[src/rtl/ebus_pkg.sv]
// Shared EBUS definitions: function encodings, transfer FSM states and
// the write/read classification used by the transfer controller.
package ebus_pkg;

    localparam logic [2:0] FN_CONI  = 3'b000;
    localparam logic [2:0] FN_CONO  = 3'b001;
    localparam logic [2:0] FN_DATAI = 3'b010;
    localparam logic [2:0] FN_DATAO = 3'b011;
    localparam logic [2:0] FN_PIRD  = 3'b100;

    typedef enum logic [2:0] {
        ST_IDLE    = 3'd0,
        ST_SETUP   = 3'd1,
        ST_DEMAND  = 3'd2,
        ST_XFER    = 3'd3,
        ST_RELEASE = 3'd4,
        ST_DONE    = 3'd5
    } ebus_state_t;

    // Writes put EDP data on the bus; everything else (including PI) reads.
    function automatic logic isWrite(input logic [2:0] func);
        return (func == FN_CONO) || (func == FN_DATAO);
    endfunction

endpackage

[src/rtl/ebus_xfer_ctl_if.sv]
// EBUS transfer interface: requester inputs, device acknowledge and all
// controller outputs. With EBUS_PARITY_EN defined it also carries the
// returned bus data, its parity bit and the parity-error pulse.
//
// Handshake: CON_ioReq / PI_req are levels. A requester raises its request
// and holds it (with stable dev/func) until it sees a one-cycle ioDone or
// ioTimeout; the controller samples requests only while idle. On the device
// side ebusDemand is held until EBUS_xfer is seen high, and the transfer
// then waits for EBUS_xfer to fall before completing.
interface ebus_xfer_ctl_if
    import ebus_pkg::*;
#(
    parameter int CS_WIDTH = 7
);
    logic                CON_ioReq;
    logic [1:0]          CON_ioFunc;
    logic [CS_WIDTH-1:0] CON_ioDev;
    logic                PI_req;
    logic [CS_WIDTH-1:0] PI_dev;
    logic                EBUS_xfer;
`ifdef EBUS_PARITY_EN
    logic [0:35]         EBUS_data;
    logic                EBUS_parity;
    logic                ioParityErr;
`endif
    logic [CS_WIDTH-1:0] ebusCS;
    logic [2:0]          ebusFunc;
    logic                ebusDemand;
    logic                CTL_adToEBUS_L;
    logic                CTL_adToEBUS_R;
    logic                ebusToAR;
    logic                ioBusy;
    logic                grantPI;
    logic                ioDone;
    logic                ioTimeout;
    ebus_state_t         dbg_state;

    modport slave (
`ifdef EBUS_PARITY_EN
        input  EBUS_data, input EBUS_parity, output ioParityErr,
`endif
        input  CON_ioReq, CON_ioFunc, CON_ioDev, PI_req, PI_dev, EBUS_xfer,
        output ebusCS, ebusFunc, ebusDemand, CTL_adToEBUS_L, CTL_adToEBUS_R,
        output ebusToAR, ioBusy, grantPI, ioDone, ioTimeout, dbg_state
    );

    modport master (
`ifdef EBUS_PARITY_EN
        output EBUS_data, output EBUS_parity, input ioParityErr,
`endif
        output CON_ioReq, CON_ioFunc, CON_ioDev, PI_req, PI_dev, EBUS_xfer,
        input  ebusCS, ebusFunc, ebusDemand, CTL_adToEBUS_L, CTL_adToEBUS_R,
        input  ebusToAR, ioBusy, grantPI, ioDone, ioTimeout, dbg_state
    );

endinterface

[src/rtl/ebus_timer.sv]
// Loadable down-counter. expired is high whenever the count sits at zero;
// the count holds at zero until reloaded.
module ebus_timer #(
    parameter int WIDTH = 11
) (
    input  logic             clk,
    input  logic             rst,
    input  logic             load,
    input  logic [WIDTH-1:0] load_val,
    output logic             expired
);
    logic [WIDTH-1:0] count_q;

    // Load takes priority; otherwise count down and stop at zero.
    always_ff @(posedge clk) begin
        if (rst) begin
            count_q <= '0;
        end else if (load) begin
            count_q <= load_val;
        end else if (count_q != '0) begin
            count_q <= count_q - 1'b1;
        end
    end

    assign expired = (count_q == '0);

endmodule

[src/rtl/ebus_xfer_ctl.sv]
// EBUS transfer controller: arbitrates CON and PI requests (PI first),
// sequences SETUP/DEMAND/XFER/RELEASE/DONE and decodes Moore outputs from
// the registered state plus a grant/func/dev latch. One ebus_timer serves
// both the setup count and the DEMAND/RELEASE timeout.
// Optional build macro: EBUS_PARITY_EN (odd-parity check on read data).
module ebus_xfer_ctl
    import ebus_pkg::*;
#(
    parameter int SETUP_CYCLES   = 2,
    parameter int TIMEOUT_CYCLES = 1024,
    parameter int CS_WIDTH       = 7
) (
    input logic            eboxClk,
    input logic            eboxReset,
    ebus_xfer_ctl_if.slave bus
);
    localparam int MAX_CNT = (TIMEOUT_CYCLES > SETUP_CYCLES) ? TIMEOUT_CYCLES : SETUP_CYCLES;
    localparam int TW      = $clog2(MAX_CNT) + 1;
    localparam logic [TW-1:0] SETUP_LOAD   = TW'(SETUP_CYCLES - 1);
    localparam logic [TW-1:0] TIMEOUT_LOAD = TW'(TIMEOUT_CYCLES - 1);

    ebus_state_t         state_q, state_d;
    logic                grant_q;
    logic [2:0]          func_q;
    logic [CS_WIDTH-1:0] dev_q;
    logic                timed_out_q;
    logic                latch_en, set_timeout;
    logic                tmr_load, tmr_expired;
    logic [TW-1:0]       tmr_val;
    logic                in_xact, write_xact;

    ebus_timer #(.WIDTH(TW)) u_timer (
        .clk      (eboxClk),
        .rst      (eboxReset),
        .load     (tmr_load),
        .load_val (tmr_val),
        .expired  (tmr_expired)
    );

    // State register.
    always_ff @(posedge eboxClk) begin
        if (eboxReset) state_q <= ST_IDLE;
        else           state_q <= state_d;
    end

    // Next state, timer reloads and request latch enable.
    always_comb begin
        state_d     = state_q;
        latch_en    = 1'b0;
        set_timeout = 1'b0;
        tmr_load    = 1'b0;
        tmr_val     = '0;
        case (state_q)
            ST_IDLE: begin
                if (bus.PI_req || bus.CON_ioReq) begin
                    state_d  = ST_SETUP;
                    latch_en = 1'b1;
                    tmr_load = 1'b1;
                    tmr_val  = SETUP_LOAD;
                end
            end
            ST_SETUP: begin
                if (tmr_expired) begin
                    state_d  = ST_DEMAND;
                    tmr_load = 1'b1;
                    tmr_val  = TIMEOUT_LOAD;
                end
            end
            ST_DEMAND: begin
                if (bus.EBUS_xfer) begin
                    state_d = ST_XFER;
                end else if (tmr_expired) begin
                    state_d     = ST_DONE;
                    set_timeout = 1'b1;
                end
            end
            ST_XFER: begin
                state_d  = ST_RELEASE;
                tmr_load = 1'b1;
                tmr_val  = TIMEOUT_LOAD;
            end
            ST_RELEASE: begin
                if (!bus.EBUS_xfer) begin
                    state_d = ST_DONE;
                end else if (tmr_expired) begin
                    state_d     = ST_DONE;
                    set_timeout = 1'b1;
                end
            end
            ST_DONE:  state_d = ST_IDLE;
            default:  state_d = ST_IDLE;
        endcase
    end

    // Winner's grant/func/dev latch and the timeout-vs-done outcome flag.
    always_ff @(posedge eboxClk) begin
        if (eboxReset) begin
            grant_q     <= 1'b0;
            func_q      <= '0;
            dev_q       <= '0;
            timed_out_q <= 1'b0;
        end else if (latch_en) begin
            grant_q     <= bus.PI_req;
            func_q      <= bus.PI_req ? FN_PIRD : {1'b0, bus.CON_ioFunc};
            dev_q       <= bus.PI_req ? bus.PI_dev : bus.CON_ioDev;
            timed_out_q <= 1'b0;
        end else if (set_timeout) begin
            timed_out_q <= 1'b1;
        end
    end

    assign in_xact    = (state_q == ST_SETUP) || (state_q == ST_DEMAND) ||
                        (state_q == ST_XFER)  || (state_q == ST_RELEASE);
    assign write_xact = isWrite(func_q);

    assign bus.ebusCS         = in_xact ? dev_q  : '0;
    assign bus.ebusFunc       = in_xact ? func_q : '0;
    assign bus.grantPI        = in_xact && grant_q;
    assign bus.ebusDemand     = (state_q == ST_DEMAND) || (state_q == ST_XFER);
    assign bus.CTL_adToEBUS_L = write_xact && (in_xact && state_q != ST_RELEASE);
    assign bus.CTL_adToEBUS_R = write_xact && (in_xact && state_q != ST_RELEASE);
    assign bus.ebusToAR       = (state_q == ST_XFER) && !write_xact;
    assign bus.ioBusy         = (state_q != ST_IDLE);
    assign bus.ioDone         = (state_q == ST_DONE) && !timed_out_q;
    assign bus.ioTimeout      = (state_q == ST_DONE) && timed_out_q;
    assign bus.dbg_state      = state_q;

`ifdef EBUS_PARITY_EN
    logic parity_err_q;

    // Capture the odd-parity result of read data in XFER; reported in DONE.
    always_ff @(posedge eboxClk) begin
        if (eboxReset || latch_en) begin
            parity_err_q <= 1'b0;
        end else if (state_q == ST_XFER && !write_xact) begin
            parity_err_q <= ~^{bus.EBUS_data, bus.EBUS_parity};
        end
    end

    assign bus.ioParityErr = (state_q == ST_DONE) && !timed_out_q && parity_err_q;
`endif

endmodule

[src/flat_wrapper.sv]
// flat-port wrapper written by rule: the top's interface ports become plain ports
module ebus_xfer_ctl_flat import ebus_pkg::*;
#(
    parameter int SETUP_CYCLES   = 2,
    parameter int TIMEOUT_CYCLES = 1024,
    parameter int CS_WIDTH       = 7
)
  (eboxClk, eboxReset, bus_CON_ioReq, bus_CON_ioFunc, bus_CON_ioDev, bus_PI_req, bus_PI_dev, bus_EBUS_xfer, bus_ebusCS, bus_ebusFunc, bus_ebusDemand, bus_CTL_adToEBUS_L, bus_CTL_adToEBUS_R, bus_ebusToAR, bus_ioBusy, bus_grantPI, bus_ioDone, bus_ioTimeout, bus_dbg_state);
  ebus_xfer_ctl_if #(.CS_WIDTH(CS_WIDTH)) bus_i ();
  input logic eboxClk;
  input logic eboxReset;
  input wire logic [$bits(bus_i.CON_ioReq)-1:0] bus_CON_ioReq;
  input wire logic [$bits(bus_i.CON_ioFunc)-1:0] bus_CON_ioFunc;
  input wire logic [$bits(bus_i.CON_ioDev)-1:0] bus_CON_ioDev;
  input wire logic [$bits(bus_i.PI_req)-1:0] bus_PI_req;
  input wire logic [$bits(bus_i.PI_dev)-1:0] bus_PI_dev;
  input wire logic [$bits(bus_i.EBUS_xfer)-1:0] bus_EBUS_xfer;
  output wire logic [$bits(bus_i.ebusCS)-1:0] bus_ebusCS;
  output wire logic [$bits(bus_i.ebusFunc)-1:0] bus_ebusFunc;
  output wire logic [$bits(bus_i.ebusDemand)-1:0] bus_ebusDemand;
  output wire logic [$bits(bus_i.CTL_adToEBUS_L)-1:0] bus_CTL_adToEBUS_L;
  output wire logic [$bits(bus_i.CTL_adToEBUS_R)-1:0] bus_CTL_adToEBUS_R;
  output wire logic [$bits(bus_i.ebusToAR)-1:0] bus_ebusToAR;
  output wire logic [$bits(bus_i.ioBusy)-1:0] bus_ioBusy;
  output wire logic [$bits(bus_i.grantPI)-1:0] bus_grantPI;
  output wire logic [$bits(bus_i.ioDone)-1:0] bus_ioDone;
  output wire logic [$bits(bus_i.ioTimeout)-1:0] bus_ioTimeout;
  output wire logic [$bits(bus_i.dbg_state)-1:0] bus_dbg_state;
  assign bus_i.CON_ioReq = bus_CON_ioReq;
  assign bus_i.CON_ioFunc = bus_CON_ioFunc;
  assign bus_i.CON_ioDev = bus_CON_ioDev;
  assign bus_i.PI_req = bus_PI_req;
  assign bus_i.PI_dev = bus_PI_dev;
  assign bus_i.EBUS_xfer = bus_EBUS_xfer;
  assign bus_ebusCS = bus_i.ebusCS;
  assign bus_ebusFunc = bus_i.ebusFunc;
  assign bus_ebusDemand = bus_i.ebusDemand;
  assign bus_CTL_adToEBUS_L = bus_i.CTL_adToEBUS_L;
  assign bus_CTL_adToEBUS_R = bus_i.CTL_adToEBUS_R;
  assign bus_ebusToAR = bus_i.ebusToAR;
  assign bus_ioBusy = bus_i.ioBusy;
  assign bus_grantPI = bus_i.grantPI;
  assign bus_ioDone = bus_i.ioDone;
  assign bus_ioTimeout = bus_i.ioTimeout;
  assign bus_dbg_state = bus_i.dbg_state;
  ebus_xfer_ctl #(.SETUP_CYCLES(SETUP_CYCLES), .TIMEOUT_CYCLES(TIMEOUT_CYCLES), .CS_WIDTH(CS_WIDTH)) u_core (.eboxClk(eboxClk), .eboxReset(eboxReset), .bus(bus_i));
endmodule
[config.mk]
export PLATFORM = sky130hd
export DESIGN_NAME = ebus_xfer_ctl_flat
export DESIGN_NICKNAME = d
export VERILOG_FILES = /design/src/rtl/ebus_pkg.sv /design/src/rtl/ebus_xfer_ctl_if.sv /design/src/rtl/ebus_timer.sv /design/src/rtl/ebus_xfer_ctl.sv /design/src/flat_wrapper.sv
export SDC_FILE = /design/constraint.sdc
export NUM_CORES = 1
export LEC_CHECK = 0
export CAP_MARGIN = 25
export CORE_UTILIZATION = 42
export CTS_CLUSTER_SIZE = 14
export DETAILED_ROUTE_END_ITERATION = 12
export GPL_ROUTABILITY_DRIVEN = 0
export PLACE_DENSITY = 0.74
export SLEW_MARGIN = 20
export SYNTH_ARGS = -nofsm -noshare
export SYNTH_HDL_FRONTEND = slang
export SYNTH_SLANG_ARGS = --single-unit
[constraint.sdc]
create_clock -name eboxClk -period 2.5 [get_ports eboxClk]
set_clock_uncertainty 0.15 [all_clocks]
set_input_delay 0.5 -clock eboxClk [delete_from_list [all_inputs] [get_ports eboxClk]]
set_output_delay 0.5 -clock eboxClk [all_outputs]
set_load 0.02 [all_outputs]
# Word-level counts from Yosys, hierarchy flattened

Index checks and enable logic that the tools add are counted.

Add/subtract/negate cells: 1
Eq/ne operators: 10
Mux-type cells: 22
Reductions and logical operators: 21

Operators by type and width:

| cell                                                | count |
|---|---|
| case mux 11 bit (3 select lines)                    | 1 |
| 2-to-1 mux 11 bit                                   | 2 |
| 2-to-1 mux 3 bit                                    | 7 |
| case mux 3 bit (5 select lines)                     | 1 |
| 2-to-1 mux 7 bit                                    | 2 |
| logical NOT 11 bit                                  | 1 |
| nonzero test 11 bit                                 | 1 |
| subtractor 11 x 1 -> 11 bit, second input constant  | 1 |
| 2-to-1 mux 10 bit                                   | 1 |
| equality test 3 x 2 -> 1 bit, second input constant | 3 |
| equality test 3 x 1 -> 1 bit, second input constant | 2 |
| equality test 3 bit, second input constant          | 2 |
| logical AND 1 bit                                   | 6 |
| logical OR 1 bit                                    | 6 |
| 2-to-1 mux 1 bit                                    | 6 |
| != test 2 x 1 -> 1 bit, second input constant       | 2 |
| logical NOT 3 bit                                   | 1 |
| != test 3 bit, second input constant                | 1 |
| case mux 1 bit (3 select lines)                     | 1 |
| nonzero test 3 bit                                  | 1 |
| logical NOT 1 bit                                   | 2 |
| case mux 1 bit (2 select lines)                     | 1 |
| AND reduction 2 bit                                 | 1 |
| nonzero test 2 bit                                  | 1 |
| OR reduction 2 bit                                  | 1 |

Register bits after elaboration: 26
Output and inout bits: 21
Logic and storage cells: 60

# Depth between registers and ports, before layout

Gate-level depths: netlist of run 1.

Depth in word-level cells: 6
Depth in mapped cells: 8
Depth with buffers taken out: 6

# Cells and area by module

Synthesis of run 1 repeated with hierarchy kept, for this count alone.

Cell total of the unflattened synthesis: 177
Area, all modules: 1517.7 um^2

By module, submodules not included:

| module        | instances | cells an instance | area each (um^2) | seq. area each (um^2) |
|---|---|---|---|---|
| ebus_xfer_ctl | 1         | 105               | 890.9            | 280.3 |
| ebus_timer    | 1         | 72                | 626.9            | 220.2 |

# Worst setup path before layout of run 1

OpenSTA, ideal clock, no wires.

Path kind: reg-to-reg
Start: register u_core.u_timer.count_q[0]
End: register u_core.state_q[1], in the netlist u_core.bus.dbg_state[1]
Library setup time: 0.080 ns
Arrival: 2.309 ns
Path slack: -0.039 ns
Cell stages (with the launch flop): 9
Buffers on the path: 2
Cell sequence: dfxtp_1 > inv_1 > ha_1 > or4b_4 > buf_6 > or4_4 > buf_6 > or3_1 > a211oi_2

Word-level cells in the longest chain between the ends: 4
Elaborated cells between the ends (all ways): 7
Classes of those cells: 1 x eq/ne; 4 x mux; 2 x reduce/logical

Ends and longest elaborated chain:

| element                             | RTL line            | source |
|---|---|---|
| start, declared                     | ebus_timer.sv:12    | `logic [WIDTH-1:0] count_q;` |
| start signal, assigned              | ebus_timer.sv:19    | `count_q <= load_val;` |
| start signal, assigned              | ebus_timer.sv:21    | `count_q <= count_q - 1'b1;` |
| logical NOT 11 bit (*)              | ebus_timer.sv:25    | `assign expired = (count_q == '0);` |
| 2-to-1 mux 3 bit                    | n/a                 |  |
| 2-to-1 mux 3 bit (on tied branches) | n/a                 |  |
| case mux 3 bit (5 select lines)     | n/a                 |  |
| end signal, assigned                | ebus_xfer_ctl.sv:43 | `else state_q <= state_d;` |
| end, declared                       | ebus_xfer_ctl.sv:22 | `ebus_state_t state_q, state_d;` |

Every way passes the cells marked *; elsewhere a longest branch is shown, timed or not.
A chain may end at the register's enable or synchronous reset.

# Worst setup path after layout of run 1

Ends and elaborated chain as after synthesis.

==> out/qor.tcl, run 1 <==
set qor(run_status) {finished clean}
set qor(core_region_area_um2) 3080
set qor(yosysSeqAreaShare_pct) 36.5
set qor(required_ps) 2600
set qor(drive_gt1_share_pct) 15.1
set qor(worst_setup_hold_path_clk_slew_ps) 130
set qor(ratio_of_routed_vias_to_standard_cells) 5.22
set qor(cp_top_delay_family) {simple AND/OR/NAND/NOR gates}
set qor(critical_path_buf_inv_count) 1
set qor(grt_overflow) 0
set qor(area_growth_syn_to_layout_pct) 38.9
set qor(final_nets) 228
set qor(internal-power_mw) 1.15
set qor(power_density_nw_per_um2) 1050
set qor(io_buffers) 41
set qor(antenna_found_initial) 0
set qor(clock_latency_ps) 320
set qor(grt_start_max_net_pins) 18
set qor(route.detailed.drc) 0
set qor(worst_ir_drop_vdd_mv) 0.471
set qor(combinationalPowerShare_pct) 61.8
set qor(synth_cell_types) 40
set qor(num-fill-cells) 287
set qor(critical_path.slowest_cell) {or4_4}
set qor(initial_core_util_pct) 44.5
set qor(crit_path_max_fanout) 7
set qor(drt-total-wl_um) 3300
set qor(floorplan.rows) 20
set qor(yosys_register_bits) 25
set qor(clock_sinks) 25
set qor(hold_viol) 0
set qor(crit_chain) {inv_2, ha_4, or4b_4, or4_4, or3_1, a211oi_2}
set qor(floorplan.die.width_um) 59.1
set qor(path_class) {register to register}
set qor(detail-route-antenna-nets) 0
set qor(drtPass1Iterations) 4
set qor(dpl_ws_ps) 57.9
set qor(power.share.clock_pct) 9.1
set qor(fp.dieArea_um2) 3490
set qor(grt_pass1_vias) 1170
set qor(antenna_cells) 0
set qor(floorplan.io_pins) 42
set qor(async_reset_ff_share_pct) 0
set qor(h-tree-depth) 1
set qor(power.leakage_nw) 0.854
set qor(detail_route.iter0.violations) 57
set qor(max_cap_viol_count) 0
set qor(power.share.sequential_pct) 29.1
set qor(count_of_flip_flops_with_a_built_in_enable_after_synthesis) 0
set qor(endpoint_kind) {register}
set qor(cts_inserted_buffers) 3
set qor(grt_pass1_wl_um) 5240
set qor(hpwl_um) 2470
set qor(relSlewSlack_pct) 74.6
set qor(hp-class) {register to register}
set qor(p_sw_share_pct) 42.5
set qor(fin_crit_sh_pct) 97.5
set qor(avgRoutedWirePerCell_um) 13.2
set qor(startpoint_type_of_the_worst_setup_path) {register}
set qor(syn_nets) 183
set qor(syn-instance-count) 161
set qor(p_sw_mw) 0.853
set qor(die_height_um) 59.1
set qor(setup_ws_ps) 63.5
set qor(yosysWarnings) 0
set qor(max_freq_ghz) 0.410
set qor(avgSynthCellArea_um2) 8.51
set qor(critical_path.max_stage_delay_ps) 540
set qor(tightestPinTransition_ps) 376
set qor(cts_tree) {built}
set qor(primary_flip_flop_cell_chosen_by_synthesis_mapping) {dfxtp_1}
set qor(worstPathArrival_ps) 2540
set qor(final-max-slew-violation-count) 0
set qor(total_power_mw) 2.00
set qor(syn-cell-area_um2) 1370
set qor(track_usage_pct) 19.6
set qor(clockBufferDepth) 2
set qor(timing.final.crit_period_ps) 2440
set qor(root_buffer) {clkbuf_4}
set qor(timing.final.setup_violations) 0
set qor(via_count) 1301
cells in the final DEF (no fill, tap or decap), types with 5 or more instances in the layout:
master	n
clkdlybuf4s50_1	25
dfxtp_1	24
buf_4	14
dlygate4sd2_1	13
nor2_1	12
and2_1	10
a21oi_1	10
nor3_1	9
a211oi_1	9
mux2i_1	8
o21a_1	5
o211ai_1	5
routing by layer:
| layer | GRT usage (%) | wire length, µm |
|---|---|---|
| met5 | 0 | 0 |
| met4 | 7.14 | 44 |
| met3 | 3.49 | 97 |
| met2 | 32.0 | 1650 |
| met1 | 25.8 | 1500 |
final timing paths:
| check | startpoint | end | slack, ps | cells past startpoint |
|---|---|---|---|---|
| max reg2reg | u_core.u_timer.count_q[0]$_SDFFE_PP0P_ | u_core.bus.dbg_state[1]$_SDFFE_PP0P_ | 60 | 6 |
| min | u_core.func_q[1]$_SDFFE_PP0P_ | u_core.func_q[1]$_SDFFE_PP0P_ | 320 | 2 |
| max | u_core.u_timer.count_q[0]$_SDFFE_PP0P_ | u_core.bus.dbg_state[1]$_SDFFE_PP0P_ | 60 | 6 |
| min reg2reg | u_core.func_q[1]$_SDFFE_PP0P_ | u_core.func_q[1]$_SDFFE_PP0P_ | 320 | 2 |
state kept, by name, indices dropped and copies added, names as in the netlist:
signal,cells
u_core.u_timer.count_q,11
u_core.dev_q,7
u_core.bus.dbg_state,3
u_core.func_q,3
u_core.timed_out_q,1
through the flow:
stage	std cells	area, µm²	setup TNS [ps]	utilization (%)	hold WS, ps
6_report	249	1900	0	61.8	322
5_1_grt	249	1900	-28.2	61.8	352
4_1_cts	246	1870	-36.1	60.8	323
3_5_place_dp	242	1850	0	60.2	308
3_3_place_gp	242	1850	0	60.2	288
2_1_floorplan	161	1380	0	-	277
worst reg2reg max path, cell delays in order (launching register included):
cell,delay (ps)
dfxtp_1,360
inv_2,90
ha_4,140
or4b_4,510
or4_4,540
or3_1,400
a211oi_2,180
power by group through the flow:
stage,Clock [mW],Sequential (mW),Combinational [mW]
5_1_grt,0.208,0.598,1.36
3_5_place_dp,0,0.591,1.22
3_3_place_gp,0,0.586,1.19
6_report,0.182,0.583,1.24
4_1_cts,0.186,0.582,1.20
2_1_floorplan,0,0.592,0.843
kinds of logic (layout without fill, tap and decap cells):
| kind of cell | count (synthesis) | count (layout) | synth area share (%) |
|---|---|---|---|
| buffers and inverters | 21 | 65 | 7.49 |
| XOR/XNOR | 5 | 5 | 3.20 |
| AND/OR/NAND/NOR | 59 | 59 | 24.7 |
| AO/OA/AOI/OAI | 42 | 42 | 21.4 |
| flip-flops | 25 | 25 | 36.5 |
| multiplexers | 8 | 8 | 5.84 |
| adder cells (fa/ha/maj) | 1 | 1 | 0.913 |
what timing repair did:
action / CTS / global route
pin swaps: 0 / 1
buffers inserted: 0 / 3
endpoints found under the setup margin: 13 / 15
hold buffers: 0 / 0
resized for setup: 14 / 4
synth_stat cells, types with 4 or more instances:
master,number,share of area [%]
nor3_1,9,3.3
a211oi_1,9,4.9
dfxtp_1,25,37
o211ai_1,5,2.7
o21a_1,5,2.7
inv_1,6,1.6
nand2_1,4,1.1
nor2_1,12,3.3
or3_1,4,1.8
a21oi_1,10,3.7
and2_1,10,4.6
clkbuf_1,7,1.9
mux2i_1,8,5.8
nor4_1,4,1.8
xnor2_1,4,2.6
area by class of cell:
cell class	instances	area [µm²]	area share [%]
Clock buffer	3	22.5	1.18
Inverter	6	22.5	1.18
Sequential cell	25	502	26.4
Clock inverter	1	5.00	0.263
Tap cell	44	55.1	2.89
Timing Repair Buffer	55	507	26.6
Multi-Input combinational cell	115	790	41.5
Note: power is estimated with default switching activity, not from simulation.
==> run 2: changes to the inputs <==
--- a/config.mk
+++ b/config.mk
@@ -6,11 +6,11 @@
 export NUM_CORES = 1
 export LEC_CHECK = 0
 export CAP_MARGIN = 25
-export CORE_UTILIZATION = 42
+export CORE_UTILIZATION = 30
 export CTS_CLUSTER_SIZE = 14
 export DETAILED_ROUTE_END_ITERATION = 12
 export GPL_ROUTABILITY_DRIVEN = 0
-export PLACE_DENSITY = 0.74
+export PLACE_DENSITY = 0.55
 export SLEW_MARGIN = 20
 export SYNTH_ARGS = -nofsm -noshare
 export SYNTH_HDL_FRONTEND = slang
==> run 2 against run 1 <==
Core utilization fell by 17 points; clock power rose by 35%; cell area rose by 4.3%; sequential share of layout area fell by 1.1 points; die area rose by 39%; clock-buffer cell count did not move; first-iteration DRC count rose by 14%; total power rose by 6.4%; critical path type unchanged; largest power group unchanged; highest routed layer is now met3.
==> out/qor.tcl, run 2 (synthesis gave the netlist of run 1 again) <==
set qor(placedCellCount) 250
set qor(floorplan.io_pins) 42
set qor(worst_setup_hold_path_clk_slew_ps) 90
set qor(setup_tns_ps) 0
set qor(mostFrequentLayoutCell) {clkdlybuf4s50_1}
set qor(endpoint_kind) {register}
set qor(grt_overflow) 0
set qor(relSlewSlack_pct) 51.9
set qor(flip_flop_count_of_the_largest_register_after_layout) 11
set qor(fin_crit_sh_pct) 98.0
set qor(antenna_cells) 0
set qor(critical_path.max_stage_delay_ps) 540
set qor(power.leakage_nw) 0.987
set qor(die_height_um) 69.6
set qor(initial_core_util_pct) 31.2
set qor(dpl_ws_ps) 69.4
set qor(fp.dieArea_um2) 4840
set qor(setup_ws_ps) 50.8
set qor(max_freq_ghz) 0.408
set qor(top_reg_by_flops) {u_core.u_timer.count_q}
set qor(required_ps) 2550
set qor(drt-total-wl_um) 3490
set qor(hold_viol) 0
set qor(grt_pass1_wl_um) 5800
set qor(detail-route-antenna-nets) 0
set qor(root_buffer) {clkbuf_8}
set qor(grt_start_max_net_pins) 17
set qor(detail_route.iter0.violations) 65
set qor(track_usage_pct) 14.5
set qor(layout_top_registers) {u_core.u_timer.count_q x11, u_core.dev_q x7}
set qor(cp_top_delay_family) {simple AND/OR/NAND/NOR gates}
set qor(cts_tree) {built}
set qor(via_count) 1335
set qor(critical_path_cell_count) 6
set qor(core_region_area_um2) 4380
set qor(timing.final.setup_violations) 0
set qor(antenna_found_initial) 0
set qor(io_buffers) 41
set qor(floorplan.rows) 24
set qor(r2r_cells) 6
set qor(startpoint_type_of_the_worst_setup_path) {register}
set qor(grt_pass1_vias) 1271
set qor(timing.final.crit_period_ps) 2450
set qor(clockBufferDepth) 2
set qor(critical_path_buf_inv_count) 1
set qor(avgRoutedWirePerCell_um) 13.5
set qor(area_growth_syn_to_layout_pct) 44.8
set qor(floorplan.die.width_um) 69.6
set qor(grt_setup_unrepaired) {no}
set qor(power_density_nw_per_um2) 1070
set qor(route.detailed.drc) 0
set qor(worstPathArrival_ps) 2500
set qor(path_class) {register to register}
set qor(clock_sinks) 25
set qor(hpwl_um) 2590
set qor(crit_path_max_fanout) 8
set qor(drive_gt1_share_pct) 16.5
set qor(final-max-slew-violation-count) 0
set qor(hp-class) {register to register}
set qor(h-tree-depth) 1
set qor(ratio_of_routed_vias_to_standard_cells) 5.17
set qor(cts_inserted_buffers) 3
set qor(final_cells) 258
set qor(run_status) {finished clean}
set qor(clock_latency_ps) 270
set qor(crit_chain) {inv_2, ha_4, or4b_4, or4_4, or3_1, a211oi_2}
set qor(critical_path.slowest_cell) {or4_4}
set qor(drtPass1Iterations) 4
set qor(tightestPinTransition_ps) 716
set qor(max_cap_viol_count) 0
set qor(final_nets) 229
set qor(worstHoldPathCells) 2
set qor(internal_reg_to_reg_setup_slack_ps) 50
set qor(most-common-layout-cells) {clkdlybuf4s50_1, dfxtp_1, buf_4, dlymetal6s2s_1, nor2_1}
set qor(worst_ir_drop_vdd_mv) 0.314
[run 2: changes by cell type in the layout (fill, tap and decap cells not counted)]
cell,before,now
buf_4,14,15
clkbuf_4,3,0
clkbuf_8,0,3
clkdlybuf4s50_1,25,27
dlygate4sd2_1,13,1
dlymetal6s2s_1,3,13
nor2_1,12,11
nor2_2,0,1
nor2b_1,1,0
nor2b_2,1,2
[run 2: worst register-to-register path, stage by stage (launching register included)]
cell,delay (ps)
dfxtp_1,350
inv_2,90
ha_4,140
or4b_4,520
or4_4,540
or3_1,400
a211oi_2,190
[run 2: power by group]
| group | switching (mW) | internal (mW) |
|---|---|---|
| Combinational | 0.670 | 0.630 |
| Clock | 0.133 | 0.112 |
| Sequential | 0.0792 | 0.509 |
| Total | 0.882 | 1.25 |
[run 2: path summary, 6_finish.rpt]
check / startpoint / endpoint
max reg2reg: u_core.u_timer.count_q[0]$_SDFFE_PP0P_ / u_core.bus.dbg_state[1]$_SDFFE_PP0P_
max: u_core.u_timer.count_q[0]$_SDFFE_PP0P_ / u_core.bus.dbg_state[1]$_SDFFE_PP0P_
min reg2reg: u_core.func_q[1]$_SDFFE_PP0P_ / u_core.func_q[1]$_SDFFE_PP0P_
min: u_core.func_q[1]$_SDFFE_PP0P_ / u_core.func_q[1]$_SDFFE_PP0P_
[run 2: metal layers]
metal	share of wire (%)	global-route usage, %
met1	48	19.1
met2	48	24.9
met3	4.3	2.62
met4	0	2.72
met5	0	0
[run 2: layout make-up]
cell class | count | area, µm²
clock inverter | 1 | 5.00
fill | 433 | 2400
multi-input combinational | 115 | 795
inverter | 6 | 22.5
timing repair buffer | 56 | 554
clock buffer | 3 | 41.3
tap | 52 | 65.1
sequential | 25 | 502
[run 2: repair_timing]
item	4_1_cts	5_1_grt
resized for setup	4	14
endpoints found under the hold margin	0	0
pin swaps	0	1
buffers inserted	0	4
endpoints found under the setup margin	13	14
hold buffers	0	0
[run 2: stage by stage]
step | util [%] | area [µm²] | power (mW) | hold slack (ps)
after floorplan | - | 1380 | 1.44 | 277
after global placement | 42.5 | 1860 | 1.80 | 302
after detailed placement | 42.5 | 1860 | 1.82 | 311
after CTS | 43.8 | 1920 | 2.09 | 323
after global routing | 45.3 | 1980 | 2.31 | 350
final | 45.3 | 1980 | 2.13 | 314
